### src/rtl/keypad_pkg.sv
// keypad_pkg: shared types, sizes and helpers for the 4x4 keypad scanner.
package keypad_pkg;

    typedef enum logic [1:0] {SCAN, DEBOUNCE, HELD, RELEASE} kp_state_t;

    localparam int KP_COLS = 4;
    localparam int KP_ROWS = 4;

    function automatic logic [1:0] kp_first_low(input logic [KP_COLS-1:0] col);
        return !col[0] ? 2'd0 : !col[1] ? 2'd1 : !col[2] ? 2'd2 : 2'd3;
    endfunction

endpackage

### src/rtl/kp_sync2.sv
// kp_sync2: two-flop synchronizer for asynchronous board inputs.
module kp_sync2 #(
    parameter int               WIDTH   = 1,
    parameter logic [WIDTH-1:0] RST_VAL = '0
) (
    input  logic             clk_i,
    input  logic             rst_i,
    input  logic [WIDTH-1:0] d_i,
    output logic [WIDTH-1:0] q_o
);

    logic [WIDTH-1:0] meta_q;

    always_ff @(posedge clk_i or posedge rst_i) begin
        if (rst_i) begin
            meta_q <= RST_VAL;
            q_o    <= RST_VAL;
        end else begin
            meta_q <= d_i;
            q_o    <= meta_q;
        end
    end

endmodule

### src/rtl/keypad_scan.sv
// keypad_scan: 4x4 matrix keypad scanner with debounced press/release,
// key strobe and a two-digit history for the seven-segment driver.
module keypad_scan
    import keypad_pkg::*;
#(
    parameter int SCAN_DIV_BITS  = 16,
    parameter int DEBOUNCE_TICKS = 8
) (
    input  logic               clk_50M,
    input  logic               rst_button,
    input  logic [KP_COLS-1:0] key_col,
    output logic [KP_ROWS-1:0] key_row,
    output logic [3:0]         key_code,
    output logic               key_valid,
    output logic               key_held,
    output logic [7:0]         key_digits
);

    localparam logic [3:0] DT = 4'(DEBOUNCE_TICKS);

    logic [SCAN_DIV_BITS-1:0] div_q;
    logic [KP_COLS-1:0]       col_s;
    logic                     tick;
    kp_state_t                state_q, state_d;
    logic [1:0]               r_q, r_d, c_q, c_d;
    logic [3:0]               cnt_q, cnt_d, code_q, code_d;
    logic                     valid_q, valid_d, held_q, held_d;
    logic [7:0]               digits_q, digits_d;

    kp_sync2 #(.WIDTH(KP_COLS), .RST_VAL('1)) u_sync (
        .clk_i(clk_50M),
        .rst_i(rst_button),
        .d_i  (key_col),
        .q_o  (col_s)
    );

    assign tick = &div_q;

    always_comb begin
        state_d  = state_q;
        r_d      = r_q;
        c_d      = c_q;
        cnt_d    = cnt_q;
        code_d   = code_q;
        valid_d  = 1'b0;
        held_d   = held_q;
        digits_d = digits_q;
        if (tick) begin
            unique case (state_q)
                SCAN: begin
                    if (&col_s) begin
                        r_d = r_q + 2'd1;
                    end else begin
                        c_d     = kp_first_low(col_s);
                        cnt_d   = 4'd1;
                        state_d = DEBOUNCE;
                    end
                end
                DEBOUNCE: begin
                    if (col_s[c_q]) begin
                        r_d     = r_q + 2'd1;
                        state_d = SCAN;
                    end else if (cnt_q == DT) begin
                        code_d   = {r_q, c_q};
                        digits_d = {digits_q[3:0], r_q, c_q};
                        valid_d  = 1'b1;
                        held_d   = 1'b1;
                        state_d  = HELD;
                    end else begin
                        cnt_d = cnt_q + 4'd1;
                    end
                end
                HELD: begin
                    if (col_s[c_q]) begin
                        cnt_d   = 4'd1;
                        state_d = RELEASE;
                    end
                end
                RELEASE: begin
                    if (!col_s[c_q]) begin
                        state_d = HELD;
                    end else if (cnt_q == DT) begin
                        held_d  = 1'b0;
                        r_d     = r_q + 2'd1;
                        state_d = SCAN;
                    end else begin
                        cnt_d = cnt_q + 4'd1;
                    end
                end
            endcase
        end
    end

    always_ff @(posedge clk_50M or posedge rst_button) begin
        if (rst_button) begin
            div_q    <= '0;
            state_q  <= SCAN;
            r_q      <= '0;
            c_q      <= '0;
            cnt_q    <= '0;
            code_q   <= '0;
            valid_q  <= 1'b0;
            held_q   <= 1'b0;
            digits_q <= '0;
        end else begin
            div_q    <= div_q + 1'b1;
            state_q  <= state_d;
            r_q      <= r_d;
            c_q      <= c_d;
            cnt_q    <= cnt_d;
            code_q   <= code_d;
            valid_q  <= valid_d;
            held_q   <= held_d;
            digits_q <= digits_d;
        end
    end

    // Row drive depends only on the row register, so it never glitches from key_col.
    assign key_row    = ~(4'b0001 << r_q);
    assign key_code   = code_q;
    assign key_valid  = valid_q;
    assign key_held   = held_q;
    assign key_digits = digits_q;

endmodule

### config.mk
export PLATFORM = sky130hd
export DESIGN_NAME = keypad_scan
export DESIGN_NICKNAME = d
export VERILOG_FILES = /design/src/rtl/keypad_pkg.sv /design/src/rtl/kp_sync2.sv /design/src/rtl/keypad_scan.sv
export SDC_FILE = /design/constraint.sdc
export NUM_CORES = 1
export LEC_CHECK = 0
export ABC_CLOCK_PERIOD_IN_PS = 2500
export CAP_MARGIN = 20
export CELL_PAD_IN_SITES_DETAIL_PLACEMENT = 1
export CELL_PAD_IN_SITES_GLOBAL_PLACEMENT = 1
export CORE_ASPECT_RATIO = 1.2
export CORE_MARGIN = 10
export CORE_UTILIZATION = 44
export DETAILED_ROUTE_END_ITERATION = 12
export PLACE_DENSITY_LB_ADDON = 0.1
export SLEW_MARGIN = 10
export SYNTH_ARGS = -nofsm -noshare
export SYNTH_HDL_FRONTEND = slang
export SYNTH_SLANG_ARGS = --single-unit
### constraint.sdc
create_clock -name clk_50M -period 2.5 [get_ports clk_50M]
set_input_delay 0.75 -clock clk_50M [delete_from_list [all_inputs] [get_ports clk_50M]]
set_output_delay 0.75 -clock clk_50M [all_outputs]
set_load 0.005 [all_outputs]
==> impl_metrics.yaml, run 1 <==
synthesis:
  synth_ff_type: "dfrtp_1"
  synth-compound-area-share_pct: 3.80
  synthXorXnorAreaFrac_pct: 6.53
  synth_cells: 169
  yosys_warnings: 0
  synth_top_family_by_area: "simple AND/OR/NAND/NOR gates"
  syn_nets: 182
  synthAdderAreaFrac_pct: 4.36
  avgSynthCellArea_um2: 11.9
  ys_top_cells_by_count: "dfrtp_1, inv_1, nand2_1, xnor2_1, mux2_2"
  synthTopCellsByArea: "dfrtp_1, dfstp_2, mux2_2"
  synthSimpleGateAreaFrac_pct: 15.1
  seq_area_frac_synth_pct: 55.3
  yosysMostFrequentCell: "dfrtp_1"
  ys_async_sr_fraction_pct: 100
  ys_types: 40
  synth-edff-count: 0
  syn-cell-area_um2: 2010
  yosys.area.top_type: "dfrtp_1"
  synth_mux_area_share_pct: 9.46
  yosys_register_bits: 44
  synth_top_area_share_pct: 44.8
detailed_routing:
  initialDrtViolationCount: 30
  wl_met2_mm: 2.14
  wirelength_mm: 3.97
  ant_nets: 0
  num_vias: 1321
  met3_length_um: 178
  drcViolationCount: 0
  via_per_inst: 5.22
  drt_pass1_iterations: 4
  wirelength_met1_mm: 1.56
  top_layer: "met4"
  wire_per_inst_um: 15.7
pwr:
  switching_share_pct: 20.2
  combPwrFrac_pct: 2.1
  power_leakage_nw: 1.13
  p_int_mw: 1.06
  power_frac_seq_pct: 54.7
  p_sw_uw: 269
  p_per_area_nw_per_um2: 550
  pwr-share-clk_pct: 43.1
  ir_worst_vdd_uv: 363
floorplanning:
  rows: 26
  start_util_pct: 46.5
  die-area_um2: 7680
  chipWidth_um: 81.7
  fp.dieH_um: 94.1
  coreArea_um2: 4330
  pin_count: 24
worst_setup_path:
  r2r_start: "div_q[2]"
  worst_path_most_repeated_cell: "inv_1"
  critPathSlowestCell: "clkdlybuf4s50_1"
  worst-endpoint-arrival_ns: 1.60
  path_depth: 4
  r2r_cells: 4
  path_buf_inv: 3
  rrSetupSlack_ns: 0.36
  crit_start: "r_q[0]"
  crit_type: "register to primary output"
  r2r-end: "r_q[1]"
  crit_end: "key_row[0]"
  cpLargestDelayFamily: "buffers and inverters"
  path_max_fanout: 5
  cp_cell_sequence: "inv_1 -> ha_1 -> inv_1 -> clkdlybuf4s50_1"
  required_ns: 1.75
  crit_path_end_kind: "primary output"
  cp-start-kind: "register"
  max_stage_delay_ns: 0.49
cts:
  cts_sinks: 44
  path_clk_slew_ns: 0.08
  cts_max_path_buffers: 2
  ctsHoldBuffers: 0
  cts_buffers: 5
  clkLatencyLatePin_ns: 0.30
  htreeDepth: 2
  postCtsSetupBuffers: 0
  ctsRootBufferMaster: "clkbuf_8"
  cts-resized-gates: 0
  tritoncts: "done"
run:
  maxCapViolations: 0
finish:
  drive_above_1_share_pct: 17.8
  nets: 209
  syn2layout_area_growth_pct: 20.1
  nFillCells: 456
  n_antenna_cell: 0
grt:
  grt-ovfl-total: 0
  antenna_found_initial: 0
  first_global_vias: 1475
  grt_first_pass_wirelength_mm: 6.96
  grt_max_degree: 45
  grt_usage_pct: 11.6
worst_hold_path:
  hp-class: "register to register"
sta:
  worst_pin_slew_ns: 0.572
  finalMaxSlewViolations: 0
  grt_setup_unrepaired: "false"
  worst_clock_skew_ns: 0.00734
  period_needed_ns: 2.35
  max_freq_mhz: 426
  period_share_pct: 93.9
  max_slew_margin_pct: 61.3
  finalSetupTns_ns: 0
  final-setup-viol-count: 0
  fin_ws_ns: 0.152
  hold_viol: 0
placed_design:
  dp_slack_ns: 0.357
  dp_hpwl_mm: 3.00
  placement.io_buffers: 23
  gp_congestion: 0.792
run_status:
  status: "finished, final reports clean"
## logic make-up after synthesis
group,Yosys count
compound gates,10
xor+xnor,15
fa+ha+maj,7
buf+inv,25
flops,44
mux,16
simple gates,52
## worst min path at each step
stage	from	slack, ns	cells past startpoint	end
after floorplan	u_sync.meta_q[0]	0.35	0	u_sync.q_o[0]
after global placement	u_sync.meta_q[1]	0.35	0	u_sync.q_o[1]
after detailed placement	u_sync.meta_q[0]	0.35	0	u_sync.q_o[0]
after CTS	u_sync.meta_q[0]	0.36	0	u_sync.q_o[0]
after global routing	u_sync.meta_q[3]	0.37	0	u_sync.q_o[3]
final	u_sync.meta_q[0]	0.36	0	u_sync.q_o[0]
## worst reg2reg max path, stage by stage (launching register included)
cell	delay, ns
dfrtp_1	0.43
nand4_2	0.19
or3_1	0.52
or4_4	0.60
mux2_4	0.31
## per-stage QoR
step                power [mW]  utilization (%)  instance area [um2]  instances  hold slack (ns)
global placement         0.768             53.0                 2290        245            0.346
CTS                       1.34             55.8                 2410        253            0.363
floorplan                0.755                -                 2010        169            0.345
global route              1.39             55.8                 2410        253            0.366
finish                    1.33             55.8                 2410        253            0.360
detailed placement       0.771             53.0                 2290        245            0.351
## state kept, by name, indices dropped and copies added, names as in the netlist, named ones only
register       count
u_sync.q_o         4
key_held           1
key_code           3
state_q            1
c_q                2
r_q                2
key_valid          1
u_sync.meta_q      4
cnt_q              4
div_q             16
key_digits         5
## layout by cell type (no fill, tap or decap), drive strengths merged, types with 3 or more instances in the layout
cell,Yosys,layout
nand2,10,10
clkdlybuf4s50,0,23
ha,7,7
nand4,7,7
nor3,4,4
and3,4,4
mux2,11,11
nand3,7,7
clkbuf,0,6
mux2i,4,4
xnor2,10,10
inv,19,19
xor2,5,5
buf,6,3
nor2,8,8
dfstp,8,8
dfrtp,36,36
## layout make-up
| class | count | area (um2) | area share (%) |
|---|---|---|---|
| inverter | 19 | 71.3 | 2.95 |
| multi-input combinational | 100 | 788 | 32.6 |
| tap | 56 | 70.1 | 2.90 |
| clock buffer | 6 | 82.6 | 3.42 |
| clock inverter | 2 | 38.8 | 1.61 |
| sequential | 44 | 1110 | 46.0 |
| timing repair buffer | 26 | 253 | 10.5 |
## power by group through the flow
stage	clock, mW	combinational (mW)	sequential (mW)
2_1_floorplan	0	0.0154	0.739
6_report	0.573	0.0282	0.727
3_3_place_gp	0	0.0283	0.740
5_1_grt	0.629	0.0325	0.728
3_5_place_dp	0	0.0295	0.741
4_1_cts	0.587	0.0296	0.727
## layer usage
layer / up-vias / GRT usage (%)
li1: 628 / -
met1: 668 / 12.1
met2: 18 / 20.5
met3: 7 / 3.45
met4: 0 / 5.97
met5: - / 0
Note: power is estimated with default switching activity, not from simulation.
==> inputs of run 2 (changes only) <==
- PLACE_DENSITY_LB_ADDON: 0.1 -> 0.15
==> run 2 against run 1 <==
  * Final area up 0.10%
  * Critical endpoint is now key_row[2]
  * Utilization up 0.058 points
  * Global-route usage down 0.31 points
  * Register-to-register slack worse by 0.04 ns
  * Critical path type unchanged
==> impl_metrics.yaml, run 2 (synthesis results as in run 1) <==
run_status:
  status: "finished, final reports clean"
pwr:
  ir_worst_vdd_uv: 484
  p_per_area_nw_per_um2: 537
  power_leakage_nw: 1.13
grt:
  antenna_found_initial: 0
  grt_usage_pct: 11.3
  first_global_vias: 1418
  grt_first_pass_wirelength_mm: 6.82
  grt-ovfl-total: 0
  grt_max_degree: 45
sta:
  hold_viol: 0
  final-setup-viol-count: 0
  max_slew_margin_pct: 57.2
  worst_pin_slew_ns: 0.634
  period_share_pct: 93.6
  worst_clock_skew_ns: 0.00746
  max_freq_mhz: 427
  finalMaxSlewViolations: 0
  whs_ns: 0.358
  grt_setup_unrepaired: "false"
  period_needed_ns: 2.34
  finalSetupTns_ns: 0
worst_setup_path:
  required_ns: 1.75
  worst-endpoint-arrival_ns: 1.59
  crit_path_end_kind: "primary output"
  crit_type: "register to primary output"
  path_max_fanout: 5
  cp-start-kind: "register"
detailed_routing:
  wirelength_mm: 3.97
  drt_pass1_iterations: 4
  ant_nets: 0
  wire_per_inst_um: 15.6
  initialDrtViolationCount: 48
  via_per_inst: 5.17
  drcViolationCount: 0
  num_vias: 1313
finish:
  nets: 210
  syn2layout_area_growth_pct: 20.2
  final_area_um2: 2420
  mostFrequentLayoutCells: "dfrtp_1, clkdlybuf4s50_1, inv_1"
  top_register: "div_q"
  n_antenna_cell: 0
  drive_above_1_share_pct: 18.2
  final_common_cell: "dfrtp_1"
  largest_register_ff_count: 16
run:
  maxCapViolations: 0
cts:
  htreeDepth: 2
  cts_sinks: 44
  tritoncts: "done"
  cts_max_path_buffers: 2
  cts-resized-gates: 0
  clkLatencyLatePin_ns: 0.30
  ctsHoldBuffers: 0
  ctsRootBufferMaster: "clkbuf_8"
  path_clk_slew_ns: 0.08
  postCtsSetupBuffers: 0
  cts_buffers: 5
floorplanning:
  die-area_um2: 7680
  rows: 26
  coreArea_um2: 4330
  start_util_pct: 46.5
  chipWidth_um: 81.7
  fp.dieH_um: 94.1
  pin_count: 24
placed_design:
  placement.io_buffers: 23
  dp_hpwl_mm: 3.06
  gp_congestion: 0.735
  post_dp_cell_area_um2: 2300
worst_hold_path:
  hp-class: "register to register"
run 2: final cells by class:
cell class | instances | area [um2]
multi-input cells | 100 | 788
flip-flops and latches | 44 | 1110
inverters | 19 | 71.3
clock buffers | 5 | 68.8
repair buffers | 27 | 260
fillers | 453 | 1910
clock inverters | 3 | 47.5
well taps | 56 | 70.1
run 2: path summary, 6_finish.rpt:
kind | from | end | slack [ns] | cells after the start
worst max-delay path | r_q[0] | key_row[2] | 0.16 | 4
max in group asynchronous | rst_button | u_sync.q_o[2] | 1.25 | 3
min in group asynchronous | rst_button | div_q[1] | 0.89 | 3
worst min register to register | u_sync.meta_q[1] | u_sync.q_o[1] | 0.36 | 0
worst max register to register | cnt_q[1] | key_code[1] | 0.32 | 6
worst min-delay path | u_sync.meta_q[1] | u_sync.q_o[1] | 0.36 | 0
run 2: worst max-delay path, stage by stage (launching register included):
cell and delay (ns):
dfrtp_1 0.44, inv_1 0.10, ha_1 0.20, inv_1 0.06
clkdlybuf4s50_1 0.50
run 2: through the flow:
stage          utilization [%]  setup WS [ns]  instances  total power [mW]
6_report                  55.9          0.160        254              1.30
5_1_grt                   55.9         0.0636        254              1.37
4_1_cts                   55.9          0.129        254              1.32
3_5_place_dp              53.2          0.333        246             0.771
3_3_place_gp              53.2          0.404        246             0.769
2_1_floorplan                -          0.507        169             0.755
run 2: power by group:
part / internal, mW / total, mW / leakage [nW] / switching (mW)
sequential: 0.723 / 0.727 / 0.573 / 0.00395
clock: 0.301 / 0.544 / 0.0583 / 0.243
combinational: 0.0107 / 0.0284 / 0.503 / 0.0176
total: 1.03 / 1.30 / 1.13 / 0.265
run 2: metal layers:
metal  track usage (%)  share of wire (%)
met1              11.7                 39
met2              20.8                 56
met3              3.16                4.0
met4              4.26                1.4
met5                 0                  0
